## src/rtl/mem_arbiter_if.sv

```systemverilog
// Bundle of requester-side and memory-side signals around the memory arbiter.
interface mem_arbiter_if #(
  parameter int unsigned XLEN = 32
);
  // Instruction fetch requester (read-only)
  logic            ifu_req;
  logic [XLEN-1:0] ifu_addr;
  logic            ifu_ack;
  logic [XLEN-1:0] ifu_rdata;

  // Execute requester (load/store)
  logic            ex_req;
  logic            ex_we;
  logic [XLEN-1:0] ex_addr;
  logic [XLEN-1:0] ex_wdata;
  logic            ex_ack;
  logic [XLEN-1:0] ex_rdata;

  // Timeout indication, pulses with the ack of an aborted transaction
  logic            err;

  // Memory port
  logic            mem_req;
  logic            mem_we;
  logic [XLEN-1:0] mem_addr;
  logic [XLEN-1:0] mem_wdata;
  logic            mem_ready;
  logic [XLEN-1:0] mem_rdata;

  // Arbiter side
  modport slave (
    input  ifu_req, ifu_addr,
    output ifu_ack, ifu_rdata,
    input  ex_req, ex_we, ex_addr, ex_wdata,
    output ex_ack, ex_rdata,
    output err,
    output mem_req, mem_we, mem_addr, mem_wdata,
    input  mem_ready, mem_rdata
  );

  // Environment side (requesters plus memory)
  modport master (
    output ifu_req, ifu_addr,
    input  ifu_ack, ifu_rdata,
    output ex_req, ex_we, ex_addr, ex_wdata,
    input  ex_ack, ex_rdata,
    input  err,
    input  mem_req, mem_we, mem_addr, mem_wdata,
    output mem_ready, mem_rdata
  );
endinterface

```

## src/rtl/mem_arbiter.sv

```systemverilog
// Memory port arbiter between instruction fetch and execute.
// One transaction in flight at a time; ex has fixed priority, bounded by a
// starvation limit so that a waiting fetch is eventually forced through.
// A transaction with no mem_ready for TIMEOUT busy cycles completes with err.
module mem_arbiter #(
  parameter int unsigned XLEN         = 32,
  parameter int unsigned STARVE_LIMIT = 4,
  parameter int unsigned TIMEOUT      = 16
) (
  input  logic         clk,
  input  logic         rst,
  mem_arbiter_if.slave bus
);

  localparam int unsigned SW = $clog2(STARVE_LIMIT + 1);
  localparam int unsigned TW = $clog2(TIMEOUT + 1);

  typedef enum logic [1:0] {
    IDLE    = 2'd0,
    BUSY_IF = 2'd1,
    BUSY_EX = 2'd2
  } state_t;

  state_t          state_q, state_d;
  logic [SW-1:0]   streak_q, streak_d;
  logic [TW-1:0]   timer_q, timer_d;

  logic            mem_req_q, mem_req_d;
  logic            mem_we_q, mem_we_d;
  logic [XLEN-1:0] mem_addr_q, mem_addr_d;
  logic [XLEN-1:0] mem_wdata_q, mem_wdata_d;
  logic            ifu_ack_q, ifu_ack_d;
  logic            ex_ack_q, ex_ack_d;
  logic            err_q, err_d;
  logic [XLEN-1:0] ifu_rdata_q, ifu_rdata_d;
  logic [XLEN-1:0] ex_rdata_q, ex_rdata_d;

  logic            ifu_pend_c;
  logic            ex_pend_c;
  logic            grant_ex_c;
  logic            grant_if_c;
  logic            timeout_c;

  // A requester being acked this cycle is masked so its held request is not reissued
  assign ifu_pend_c = bus.ifu_req && !ifu_ack_q;
  assign ex_pend_c  = bus.ex_req && !ex_ack_q;

  // ex wins unless fetch is waiting and ex has used up its streak
  assign grant_ex_c = ex_pend_c && (!ifu_pend_c || (streak_q != SW'(STARVE_LIMIT)));
  assign grant_if_c = ifu_pend_c && !grant_ex_c;

  assign timeout_c  = (timer_q == TW'(TIMEOUT - 1));

  // Next-state and next-output logic
  always_comb begin
    state_d     = state_q;
    streak_d    = streak_q;
    timer_d     = timer_q;
    mem_req_d   = mem_req_q;
    mem_we_d    = mem_we_q;
    mem_addr_d  = mem_addr_q;
    mem_wdata_d = mem_wdata_q;
    ifu_ack_d   = 1'b0;
    ex_ack_d    = 1'b0;
    err_d       = 1'b0;
    ifu_rdata_d = ifu_rdata_q;
    ex_rdata_d  = ex_rdata_q;

    unique case (state_q)
      IDLE: begin
        if (grant_ex_c) begin
          state_d     = BUSY_EX;
          timer_d     = '0;
          mem_req_d   = 1'b1;
          mem_we_d    = bus.ex_we;
          mem_addr_d  = bus.ex_addr;
          mem_wdata_d = bus.ex_wdata;
          if (ifu_pend_c) begin
            streak_d = (streak_q == SW'(STARVE_LIMIT)) ? streak_q : streak_q + SW'(1);
          end else begin
            streak_d = '0;
          end
        end else if (grant_if_c) begin
          state_d     = BUSY_IF;
          timer_d     = '0;
          streak_d    = '0;
          mem_req_d   = 1'b1;
          mem_we_d    = 1'b0;
          mem_addr_d  = bus.ifu_addr;
          mem_wdata_d = '0;
        end
      end

      BUSY_IF, BUSY_EX: begin
        if (bus.mem_ready || timeout_c) begin
          state_d   = IDLE;
          timer_d   = '0;
          mem_req_d = 1'b0;
          mem_we_d  = 1'b0;
          err_d     = !bus.mem_ready;
          if (state_q == BUSY_IF) begin
            ifu_ack_d   = 1'b1;
            ifu_rdata_d = bus.mem_ready ? bus.mem_rdata : '0;
          end else begin
            ex_ack_d   = 1'b1;
            ex_rdata_d = (bus.mem_ready && !mem_we_q) ? bus.mem_rdata : '0;
          end
        end else begin
          timer_d = timer_q + TW'(1);
        end
      end

      default: begin
        state_d   = IDLE;
        mem_req_d = 1'b0;
        mem_we_d  = 1'b0;
      end
    endcase
  end

  // State and registered outputs
  always_ff @(posedge clk) begin
    if (rst) begin
      state_q     <= IDLE;
      streak_q    <= '0;
      timer_q     <= '0;
      mem_req_q   <= 1'b0;
      mem_we_q    <= 1'b0;
      mem_addr_q  <= '0;
      mem_wdata_q <= '0;
      ifu_ack_q   <= 1'b0;
      ex_ack_q    <= 1'b0;
      err_q       <= 1'b0;
      ifu_rdata_q <= '0;
      ex_rdata_q  <= '0;
    end else begin
      state_q     <= state_d;
      streak_q    <= streak_d;
      timer_q     <= timer_d;
      mem_req_q   <= mem_req_d;
      mem_we_q    <= mem_we_d;
      mem_addr_q  <= mem_addr_d;
      mem_wdata_q <= mem_wdata_d;
      ifu_ack_q   <= ifu_ack_d;
      ex_ack_q    <= ex_ack_d;
      err_q       <= err_d;
      ifu_rdata_q <= ifu_rdata_d;
      ex_rdata_q  <= ex_rdata_d;
    end
  end

  assign bus.mem_req   = mem_req_q;
  assign bus.mem_we    = mem_we_q;
  assign bus.mem_addr  = mem_addr_q;
  assign bus.mem_wdata = mem_wdata_q;
  assign bus.ifu_ack   = ifu_ack_q;
  assign bus.ex_ack    = ex_ack_q;
  assign bus.err       = err_q;
  assign bus.ifu_rdata = ifu_rdata_q;
  assign bus.ex_rdata  = ex_rdata_q;

endmodule
```

## src/flat_wrapper.sv

```systemverilog
// flat-port wrapper written by rule: the top's interface ports become plain ports
module mem_arbiter_flat 
#(
  parameter int unsigned XLEN         = 32,
  parameter int unsigned STARVE_LIMIT = 4,
  parameter int unsigned TIMEOUT      = 16
)
  (clk, rst, bus_ifu_req, bus_ifu_addr, bus_ifu_ack, bus_ifu_rdata, bus_ex_req, bus_ex_we, bus_ex_addr, bus_ex_wdata, bus_ex_ack, bus_ex_rdata, bus_err, bus_mem_req, bus_mem_we, bus_mem_addr, bus_mem_wdata, bus_mem_ready, bus_mem_rdata);
  mem_arbiter_if #(.XLEN(XLEN)) bus_i ();
  input  logic clk;
  input  logic rst;
  input wire logic [$bits(bus_i.ifu_req)-1:0] bus_ifu_req;
  input wire logic [$bits(bus_i.ifu_addr)-1:0] bus_ifu_addr;
  output wire logic [$bits(bus_i.ifu_ack)-1:0] bus_ifu_ack;
  output wire logic [$bits(bus_i.ifu_rdata)-1:0] bus_ifu_rdata;
  input wire logic [$bits(bus_i.ex_req)-1:0] bus_ex_req;
  input wire logic [$bits(bus_i.ex_we)-1:0] bus_ex_we;
  input wire logic [$bits(bus_i.ex_addr)-1:0] bus_ex_addr;
  input wire logic [$bits(bus_i.ex_wdata)-1:0] bus_ex_wdata;
  output wire logic [$bits(bus_i.ex_ack)-1:0] bus_ex_ack;
  output wire logic [$bits(bus_i.ex_rdata)-1:0] bus_ex_rdata;
  output wire logic [$bits(bus_i.err)-1:0] bus_err;
  output wire logic [$bits(bus_i.mem_req)-1:0] bus_mem_req;
  output wire logic [$bits(bus_i.mem_we)-1:0] bus_mem_we;
  output wire logic [$bits(bus_i.mem_addr)-1:0] bus_mem_addr;
  output wire logic [$bits(bus_i.mem_wdata)-1:0] bus_mem_wdata;
  input wire logic [$bits(bus_i.mem_ready)-1:0] bus_mem_ready;
  input wire logic [$bits(bus_i.mem_rdata)-1:0] bus_mem_rdata;
  assign bus_i.ifu_req = bus_ifu_req;
  assign bus_i.ifu_addr = bus_ifu_addr;
  assign bus_ifu_ack = bus_i.ifu_ack;
  assign bus_ifu_rdata = bus_i.ifu_rdata;
  assign bus_i.ex_req = bus_ex_req;
  assign bus_i.ex_we = bus_ex_we;
  assign bus_i.ex_addr = bus_ex_addr;
  assign bus_i.ex_wdata = bus_ex_wdata;
  assign bus_ex_ack = bus_i.ex_ack;
  assign bus_ex_rdata = bus_i.ex_rdata;
  assign bus_err = bus_i.err;
  assign bus_mem_req = bus_i.mem_req;
  assign bus_mem_we = bus_i.mem_we;
  assign bus_mem_addr = bus_i.mem_addr;
  assign bus_mem_wdata = bus_i.mem_wdata;
  assign bus_i.mem_ready = bus_mem_ready;
  assign bus_i.mem_rdata = bus_mem_rdata;
  mem_arbiter #(.XLEN(XLEN), .STARVE_LIMIT(STARVE_LIMIT), .TIMEOUT(TIMEOUT)) u_core (.clk(clk), .rst(rst), .bus(bus_i));
endmodule
```

## config.mk

```make
export PLATFORM = sky130hd
export DESIGN_NAME = mem_arbiter_flat
export DESIGN_NICKNAME = d
export VERILOG_FILES = /design/src/rtl/mem_arbiter_if.sv /design/src/rtl/mem_arbiter.sv /design/src/flat_wrapper.sv
export SDC_FILE = /design/constraint.sdc
export NUM_CORES = 1
export LEC_CHECK = 0
export BUFFER_PORTS_ARGS = -buffer_cell sky130_fd_sc_hd__buf_2
export CORE_MARGIN = 3
export CORE_UTILIZATION = 40
export CTS_BUF_LIST = sky130_fd_sc_hd__clkbuf_4 sky130_fd_sc_hd__clkbuf_8
export DETAILED_ROUTE_END_ITERATION = 12
export MAX_ROUTING_LAYER = met4
export PLACE_DENSITY = 0.71
export SLEW_MARGIN = 20
export SYNTH_ARGS = -nofsm -noshare
export SYNTH_HDL_FRONTEND = slang
export SYNTH_SLANG_ARGS = --single-unit
```

## constraint.sdc

```tcl
create_clock -name clk -period 2.5 [get_ports clk]
set_input_delay 0.25 -clock clk [delete_from_list [all_inputs] [get_ports clk]]
set_output_delay 0.25 -clock clk [all_outputs]
set_load 0.01 [all_outputs]
```

==> results of run 1 <==
## worst max-delay path, cell delays in order (launching register included)
cell     delay, ns
dfxtp_1       0.37
ha_1          0.18
and3_1        0.17
ha_1          0.18
nor2_1        0.08
nor2b_4       0.51
buf_4         0.27
nand3_1       0.08
a21oi_1       0.16
## per-stage QoR
| step | worst slack, ns | instances | hold WS (ns) | power (mW) |
|---|---|---|---|---|
| after floorplan | 0.787 | 620 | 0.326 | 3.32 |
| after global placement | 0.101 | 1022 | 0.435 | 3.72 |
| after detailed placement | 0.0221 | 1022 | 0.443 | 3.73 |
| after CTS | 0.00259 | 1054 | 0.0279 | 5.97 |
| after global routing | 0.179 | 1055 | 0.0312 | 6.18 |
| final | 0.416 | 1056 | 0.0570 | 5.90 |
## flip-flops by register name, indices dropped and copies added, names as in the netlist
register	flops
u_core.bus.ex_rdata	32
u_core.bus.mem_wdata	32
u_core.bus.err	1
u_core.bus.mem_we	1
u_core.bus.ex_ack	1
u_core.state_q	2
u_core.streak_q	3
u_core.bus.ifu_rdata	32
u_core.bus.mem_addr	32
u_core.bus.mem_req	1
u_core.bus.ifu_ack	1
u_core.timer_q	5
## report_power, final
group	switching [mW]	internal (mW)	leakage, nW
Sequential	0.0890	2.46	1.17
Combinational	0.660	0.463	2.03
Clock	0.852	1.38	0.253
## layer usage
layer | global-route usage [%] | routed length, um | vias up
met5 | - | 0 | -
met4 | 7.03 | 258 | 0
met3 | 5.33 | 1120 | 21
met2 | 31.4 | 7370 | 208
met1 | 25.1 | 6720 | 2433
li1 | - | - | 2657
## layout by cell type, fill, tap and decap left out, types with 2 or more instances in the layout
cell       count
buf_2        265
a22oi_1       47
diode_2        2
inv_1          7
a32oi_1        3
o21ai_2        2
nor2_2        19
a22oi_2       20
buf_4         13
a31oi_1        2
a21o_1         2
nor2_1        92
bufinv_16      6
a21oi_1       34
nand2_1       98
clkinv_2       4
ha_1           8
buf_12         3
nand2b_1       2
a311oi_1      33
clkbuf_8      20
nand3_1       32
dfxtp_1      143
xnor2_1        3
## worst paths after layout
check                                                          from  slack, ns                                     to  depth (start not counted)
worst max-delay path                 u_core.timer_q[1]$_SDFFE_PP0P_       0.42   u_core.bus.ex_rdata[10]$_SDFFE_PP0P_                          8
worst min-delay path                               bus_ex_wdata[22]       0.06  u_core.bus.mem_wdata[22]$_SDFFE_PP0P_                          3
worst max register to register       u_core.timer_q[1]$_SDFFE_PP0P_       0.42   u_core.bus.ex_rdata[10]$_SDFFE_PP0P_                          8
worst min register to register  u_core.bus.ex_rdata[2]$_SDFFE_PP0P_       0.45    u_core.bus.ex_rdata[2]$_SDFFE_PP0P_                          2
## final cells by class
cell class | count | area, um^2 | share of cell area (%)
antenna | 2 | 5.00 | 0.0664
clock buffer | 21 | 283 | 3.75
clock inverter | 11 | 209 | 2.77
inverter | 7 | 26.3 | 0.348
multi-input combinational | 415 | 2450 | 32.5
sequential | 143 | 2860 | 38.0
tap | 176 | 220 | 2.92
timing repair buffer | 281 | 1480 | 19.7
## cells by family after synthesis
family / after synthesis / share of synthesized area, %
AOI/OAI and AO/OA: 149 / 21.5
xor gates and xnor gates: 3 / 0.470
adders and majority gates: 8 / 1.79
buffers and inverters: 62 / 5.37
DFF: 143 / 51.2
muxes: 1 / 0.179
and+or+nand+nor: 254 / 19.5
==> impl_metrics.env, run 1 <==
export IMPL_grt_setup_unrepaired="no"
export IMPL_syn_inst=620
export IMPL_yosysSeqAreaShare_pct=51.2
export IMPL_first_iter_violations=276
export IMPL_cp_data_arrival_time_ns=2.44
export IMPL_cts_resized=0
export IMPL_cts_htree_levels=4
export IMPL_hold_viol_final=0
export IMPL_post_dp_hpwl_um=10800
export IMPL_gp_congestion=0.804
export IMPL_fill_cells=1242
export IMPL_grt_pass1_wl_um=25000
export IMPL_finalCritPeriodShare_pct=83.4
export IMPL_worst_path_max_fanout=26
export IMPL_grt_max_degree=68
export IMPL_cts_root_buffer="clkbuf_8"
export IMPL_endpoint_kind="flop"
export IMPL_die_area_um2=15400
export IMPL_portBuffers=266
export IMPL_rows=42
export IMPL_postRouteAntennaNets=0
export IMPL_period_needed_ns=2.08
export IMPL_fin_setup_tns_ns=0
export IMPL_critPathLaunchType="flop"
export IMPL_max_cap_viol_count=0
export IMPL_synth_most_common_cell="dfxtp_1"
export IMPL_ios=267
export IMPL_tightestPinTransition_ns=0.627
export IMPL_synth_area_um2=5590
export IMPL_finalSetupViolations=0
export IMPL_clk_path_buf_depth=2
export IMPL_cts_buffers=17
export IMPL_viasPerCell=5.04
export IMPL_relSlewSlack_pct=58.1
export IMPL_cts_tree="done"
export IMPL_ys_ff_latch=143
export IMPL_synth_top_cell_area_share_pct=51.2
export IMPL_die_h_um=124
export IMPL_max_clock_freq_mhz=480
export IMPL_synth_top_area_cell="dfxtp_1"
export IMPL_syn_to_final_growth_pct=34.9
export IMPL_peakVddDrop_v=0.000453
export IMPL_skew_ns=0.00747
export IMPL_grt_usage_pct=20.0
export IMPL_criticalPathCategory="flop to flop"
export IMPL_synth_edf_count=0
export IMPL_cts_sink_count=143
export IMPL_totalWireLength_um=15500
export IMPL_required_ns=2.86
export IMPL_drc=0
export IMPL_synthTopCellsByArea="dfxtp_1 51%, nand2_1 6.6%, a22oi_1 6.3%"
export IMPL_async_flop_share_pct=0
export IMPL_dr_pass1_iters=5
export IMPL_fin_util_pct=56.1
export IMPL_design_area_um2=7540
export IMPL_power_density_nw_per_um2=782
export IMPL_ys_flop_type="dfxtp_1"
export IMPL_grt_overflow_total=0
export IMPL_wire_per_inst_um=14.6
export IMPL_yosysWarnings=0
export IMPL_status="completed"
export IMPL_dr_total_vias=5319
export IMPL_synth_distinct_cells=39
export IMPL_postCtsHoldBufs=0
export IMPL_min_path_type="input pin to flop"
export IMPL_drv_slew=0
export IMPL_fin_nets=1007
export IMPL_grt_pass1_vias=5047
export IMPL_synth_common_cells="143 x dfxtp_1, 98 x nand2_1, 92 x nor2_1"
export IMPL_dpl_instance_area_um2=7040
export IMPL_syn_num_nets=762
export IMPL_initial_core_util_pct=41.5
export IMPL_antenna_found_initial=1
export IMPL_leakagePower_nw=3.45
export IMPL_cts_setup_buffers=0
export IMPL_clk_latency_ns=0.43
export IMPL_die_x_um=124
export IMPL_synth_avg_cell_area_um2=9.01
export IMPL_layout_drive_gt1_share_pct=41.2
export IMPL_core_um2=13500
export IMPL_path_clk_slew_ns=0.08
No activity file was read; power rests on OpenSTA's default activity.
==> inputs of run 2 (changes only) <==
- ABC_AREA: unset -> 1
- PLACE_DENSITY: 0.71 -> 0.72
- clock period: 2.5 -> 1.83 ns (I/O delays scaled with it)
==> run 2 against run 1 <==
Non-clock buffer count rose by 95. Core utilization is 5.7 points higher. Die area rose by 5.5%.
==> impl_metrics.env, run 2 <==
export IMPL_first_iter_violations=378
export IMPL_post_dp_hpwl_um=11700
export IMPL_postRouteAntennaNets=0
export IMPL_final_common_cell="buf_2"
export IMPL_core_um2=14100
export IMPL_synthTopCellsByArea="dfxtp_1 48%, nand2_1 15%, a21oi_1 8.5%"
export IMPL_endpoint_kind="flop"
export IMPL_syn_num_nets=953
export IMPL_hold_ws_ns=0.0387
export IMPL_dpl_instance_area_um2=7390
export IMPL_fin_nets=1294
export IMPL_worst_path_max_fanout=32
export IMPL_portBuffers=266
export IMPL_path_clk_slew_ns=0.08
export IMPL_grt_overflow_total=0
export IMPL_cp_data_arrival_time_ns=2.04
export IMPL_wire_per_inst_um=13.6
export IMPL_leakagePower_nw=4.39
export IMPL_antenna_found_initial=0
export IMPL_relSlewSlack_pct=58.7
export IMPL_crit_path_end="u_core.bus.ex_rdata[0]$_SDFFE_PP0P_"
export IMPL_min_path_type="input pin to flop"
export IMPL_fin_setup_tns_ns=0
export IMPL_ys_flop_type="dfxtp_1"
export IMPL_layout_drive_gt1_share_pct=28.8
export IMPL_criticalPathCategory="flop to flop"
export IMPL_synth_avg_cell_area_um2=7.29
export IMPL_async_flop_share_pct=0
export IMPL_cts_root_buffer="clkbuf_8"
export IMPL_power_mw=8.15
export IMPL_fin_util_pct=61.8
export IMPL_grt_max_degree=116
export IMPL_drv_slew=0
export IMPL_syn_inst=811
export IMPL_synth_area_um2=5910
export IMPL_clk_latency_ns=0.45
export IMPL_cts_tree="done"
export IMPL_tightestPinTransition_ns=0.620
export IMPL_synth_common_cells="233 x nand2_1, 143 x dfxtp_1, 100 x a21oi_1"
export IMPL_cts_buffers=17
export IMPL_hold_viol_final=0
export IMPL_yosysWarnings=0
export IMPL_critPathLaunchType="flop"
export IMPL_drc=0
export IMPL_synth_edf_count=0
export IMPL_r2r_slack_ns=0.15
export IMPL_clk_path_buf_depth=2
export IMPL_final_cell_mix="265 x buf_2, 233 x nand2_1, 143 x dfxtp_1"
export IMPL_totalWireLength_um=18200
export IMPL_peakVddDrop_v=0.000603
export IMPL_fin_ws_ns=0.153
export IMPL_max_cap_viol_count=0
export IMPL_fill_cells=1255
export IMPL_die_h_um=128
export IMPL_dr_pass1_iters=5
export IMPL_grt_setup_unrepaired="yes"
export IMPL_initial_core_util_pct=41.8
export IMPL_cp_startpoint="u_core.timer_q[1]$_SDFFE_PP0P_"
export IMPL_synth_top_cell_area_share_pct=48.4
export IMPL_die_area_um2=16300
export IMPL_grt_pass1_vias=6027
export IMPL_dr_total_vias=6474
export IMPL_synth_most_common_cell="nand2_1"
export IMPL_viasPerCell=4.82
export IMPL_gp_congestion=0.836
export IMPL_finalCritPeriodShare_pct=91.7
export IMPL_cts_htree_levels=4
export IMPL_yosysSeqAreaShare_pct=48.4
export IMPL_finalSetupViolations=0
export IMPL_power_density_nw_per_um2=932
export IMPL_skew_ns=0.0126
export IMPL_period_needed_ns=1.68
export IMPL_grt_usage_pct=22.3
export IMPL_synth_distinct_cells=26
export IMPL_max_clock_freq_mhz=596
export IMPL_r2r_end="u_core.bus.ex_rdata[0]$_SDFFE_PP0P_"
export IMPL_dp_cells=1222
export IMPL_cts_sink_count=143
export IMPL_required_ns=2.19
export IMPL_ys_ff_latch=143
export IMPL_reg2reg_from="u_core.timer_q[1]$_SDFFE_PP0P_"
export IMPL_antenna_diode_count=0
export IMPL_ff2ff_path_depth=10
export IMPL_synth_top_area_cell="dfxtp_1"
export IMPL_dp_slack_ns=0.0359
export IMPL_fin_cells=1344
export IMPL_syn_to_final_growth_pct=47.9
export IMPL_status="completed"
export IMPL_design_area_um2=8740
export IMPL_rows=43
export IMPL_grt_pass1_wl_um=28700
export IMPL_ios=267
export IMPL_die_x_um=128
-- run 2: changes by cell type after synthesis, sizes merged, moves of 34 or more --
cell / previous run / this run
nand2: 98 / 240
a21oi: 35 / 102
a22oi: 67 / 0
nand3: 32 / 85
inv: 7 / 55
a311oi: 34 / 0
-- run 2: cell families after synthesis --
kind of cell | Yosys count | share of synthesized area [%]
DFF | 143 | 48.4
AOI/OAI and AO/OA | 124 | 10.9
buffers and inverters | 109 | 8.72
adders and majority gates | 8 | 1.69
xor gates and xnor gates | 1 | 0.148
and+or+nand+nor | 426 | 30.1
-- run 2: power by group --
part,internal [mW],switching [mW],total [mW],leakage [nW]
sequential,3.38,0.134,3.52,1.17
combinational,0.807,1.09,1.89,3.00
clock,1.52,1.22,2.74,0.219
total,5.71,2.44,8.15,4.39
-- run 2: how the worst min path moves through the flow --
stage / startpoint / to / slack [ns] / cells after the start
2_1_floorplan: bus_mem_ready / u_core.bus.err$_SDFF_PP0_ / 0.26 / 1
3_3_place_gp: bus_mem_ready / u_core.bus.err$_SDFF_PP0_ / 0.39 / 2
3_5_place_dp: bus_mem_ready / u_core.bus.err$_SDFF_PP0_ / 0.39 / 2
4_1_cts: bus_ifu_addr[7] / u_core.bus.mem_addr[7]$_SDFFE_PP0P_ / 0.0002 / 5
5_1_grt: bus_ex_addr[17] / u_core.bus.mem_addr[17]$_SDFFE_PP0P_ / 0.02 / 5
6_report: bus_ifu_addr[7] / u_core.bus.mem_addr[7]$_SDFFE_PP0P_ / 0.04 / 5
-- run 2: critical path: stages, from the launching register on --
cell and delay (ns):
dfxtp_1 0.33, ha_1 0.21, nand2_1 0.07, nor2_1 0.04
ha_1 0.18, nor2_1 0.15, inv_2 0.07, nand2_2 0.12
buf_12 0.20, nand2_1 0.07, a21oi_1 0.15
-- run 2: layer usage --
layer	global-route usage [%]	vias up	routed length, um
met3	5.31	52	1240
met4	9.46	0	573
met1	26.9	2886	7700
met5	-	-	0
met2	35.9	284	8710
li1	-	3252	-
-- run 2: layout make-up --
class,instances,area [um^2],area share [%]
tap,180,225,2.58
multi-input combinational,559,2540,29.0
timing repair buffer,376,2460,28.2
clock inverter,13,190,2.18
clock buffer,18,248,2.83
inverter,55,216,2.48
sequential,143,2860,32.7
-- run 2: repair_timing --
item / CTS / global route
endpoints found under the setup margin: 0 / 37
hold buffers: 91 / 0
buffers inserted: 0 / 0
hold endpoints to repair: 112 / 0
resized for setup: 0 / 5
==> inputs of run 3 (changes only) <==
- BUFFER_PORTS_ARGS: -buffer_cell sky130_fd_sc_hd__buf_2 -> unset
- DONT_BUFFER_PORTS: unset -> 1
- PLACE_DENSITY: 0.72 -> unset
==> run 3 against run 2 <==
The flow now finishes with violations (negative hold slack). Core utilization fell by 15 points. Combinational power shrank 38%. Design area decreased by 24%. Final cell count fell by 25%. Routed wire length is 14% lower. Setup slack better by 0.0031 ns. Clock skew about the same. Critical path depth stayed put. Clock power shrank 14%. Power decreased by 11%. Global-route usage shrank 3.0 points. Maximum frequency grew 0.18%. Critical path type unchanged. Largest cell class unchanged. Largest power group unchanged.
==> impl_metrics.env, run 3 (synthesis results as in run 2) <==
export IMPL_power_mw=7.26
export IMPL_dr_total_vias=5150
export IMPL_rows=43
export IMPL_cts_sink_count=143
export IMPL_totalWireLength_um=15700
export IMPL_critPathLaunchType="flop"
export IMPL_period_needed_ns=1.67
export IMPL_die_area_um2=16300
export IMPL_fill_cells=1410
export IMPL_postCtsHoldBufs=20
export IMPL_final_common_cell="nand2_1"
export IMPL_min_path_type="input pin to flop"
export IMPL_postRouteAntennaNets=0
export IMPL_ios=267
export IMPL_drc=0
export IMPL_finalSetupViolations=0
export IMPL_first_iter_violations=240
export IMPL_crit_path_cell_trace="ha_1 > nand2_1 > nor2_1 > ha_1 > nor2_2 > inv_2 > nand2_1 > buf_6 > nand2_1 > a21oi_1"
export IMPL_relSlewSlack_pct=74.1
export IMPL_final_cell_mix="233 x nand2_1, 143 x dfxtp_1, 100 x a21oi_1"
export IMPL_grt_pass1_vias=4979
export IMPL_clk_latency_ns=0.44
export IMPL_hold_viol_final=115
export IMPL_cts_setup_buffers=0
export IMPL_post_dp_hpwl_um=10800
export IMPL_die_h_um=128
export IMPL_grt_overflow_total=0
export IMPL_wire_per_inst_um=15.6
export IMPL_grt_pass1_wl_um=24800
export IMPL_r2r_slack_ns=0.16
export IMPL_grt_setup_unrepaired="no"
export IMPL_initial_core_util_pct=41.8
export IMPL_criticalPathCategory="flop to flop"
export IMPL_dp_slack_ns=0.00319
export IMPL_leakagePower_nw=2.84
export IMPL_crit_top_cell="nand2_1"
export IMPL_die_x_um=128
export IMPL_required_ns=2.20
export IMPL_portBuffers=0
export IMPL_drv_slew=0
export IMPL_endpoint_kind="flop"
export IMPL_cp_data_arrival_time_ns=2.04
export IMPL_cts_tree="done"
export IMPL_gp_congestion=0.817
export IMPL_core_um2=14100
export IMPL_skew_ns=0.0128
export IMPL_dr_pass1_iters=5
export IMPL_max_clock_freq_mhz=597
export IMPL_worst_path_max_fanout=15
export IMPL_peakVddDrop_v=0.000636
export IMPL_antenna_found_initial=0
export IMPL_fin_nets=955
export IMPL_fin_util_pct=46.9
export IMPL_grt_usage_pct=19.4
export IMPL_finalCritPeriodShare_pct=91.5
export IMPL_cp_slowest_stage_delay_ns=0.34
export IMPL_seqCellArea_um2=2860
export IMPL_max_cap_viol_count=0
export IMPL_fin_ws_ns=0.156
export IMPL_multiInputGateArea_um2=2540
export IMPL_cts_buffers=17
export IMPL_antenna_diode_count=0
export IMPL_syn_to_final_growth_pct=12.3
export IMPL_slowest_stage="dfxtp_1"
export IMPL_viasPerCell=5.12
export IMPL_cts_root_buffer="clkbuf_8"
export IMPL_tightestPinTransition_ns=0.389
export IMPL_status="finished with violations"
export IMPL_fin_setup_tns_ns=0
export IMPL_violations="negative hold slack"
export IMPL_power_density_nw_per_um2=1090
export IMPL_path_clk_slew_ns=0.08
export IMPL_layout_drive_gt1_share_pct=8.12
export IMPL_hold_ws_ns=-0.170
export IMPL_clk_path_buf_depth=2
export IMPL_cts_htree_levels=4
export IMPL_grt_max_degree=117
-- run 3: cell types whose count changed in the layout (fill, tap and decap cells not counted), moves of 2 or more --
cell,before,now
buf_2,265,0
buf_4,14,9
clkinv_4,6,4
bufinv_16,4,1
o21ai_0,19,17
inv_6,2,6
dlygate4sd3_1,91,20
o21ai_1,1,4
-- run 3: through the flow --
| step | area (um^2) | instances |
|---|---|---|
| CTS | 6600 | 1004 |
| finish | 6640 | 1005 |
| global route | 6640 | 1005 |
| global placement | 6030 | 953 |
| detailed placement | 6030 | 953 |
| floorplan | 5910 | 811 |
-- run 3: power by group --
| part | switching [mW] | total [mW] | internal, mW |
|---|---|---|---|
| logic | 0.727 | 1.18 | 0.453 |
| clock network | 1.28 | 2.37 | 1.09 |
| registers | 0.327 | 3.71 | 3.38 |
| total | 2.33 | 7.26 | 4.93 |
-- run 3: layout make-up --
type	instances	area share [%]
multi-input combinational	559	38.3
timing repair buffer	37	6.39
sequential	143	43.1
clock buffer	17	3.52
inverter	55	3.26
clock inverter	14	2.02
tap	180	3.39
-- run 3: final timing paths --
path | from | cells after the start | to
worst max register to register | u_core.timer_q[0]$_SDFFE_PP0P_ | 10 | u_core.bus.ifu_rdata[1]$_SDFFE_PP0P_
worst min-delay path | rst | 1 | u_core.bus.mem_wdata[26]$_SDFFE_PP0P_
worst min register to register | u_core.bus.ifu_rdata[25]$_SDFFE_PP0P_ | 2 | u_core.bus.ifu_rdata[25]$_SDFFE_PP0P_
worst max-delay path | u_core.timer_q[0]$_SDFFE_PP0P_ | 10 | u_core.bus.ifu_rdata[1]$_SDFFE_PP0P_
-- run 3: repair_timing --
action,4_1_cts,5_1_grt
setup endpoints to repair,6,17
resized for setup,1,7
gates cloned,0,1
hold endpoints to repair,137,115
-- run 3: metal layers --
layer	vias up	track usage (%)	share of wire (%)	wire [um]
met5	-	-	0	0
li1	2573	-	-	-
met2	202	31.4	48	7490
met4	0	6.56	2.1	327
met1	2355	21.9	40	6320
met3	20	7.53	9.9	1560
-- run 3: worst max-delay path: cells and delay by family (launching register included) --
kind | cells | cell delay (ns)
buffers and inverters | 2 | 0.27
AND/OR/NAND/NOR | 5 | 0.45
flip-flops | 1 | 0.34
AO/OA/AOI/OAI | 1 | 0.13
adder cells (fa/ha/maj) | 2 | 0.43
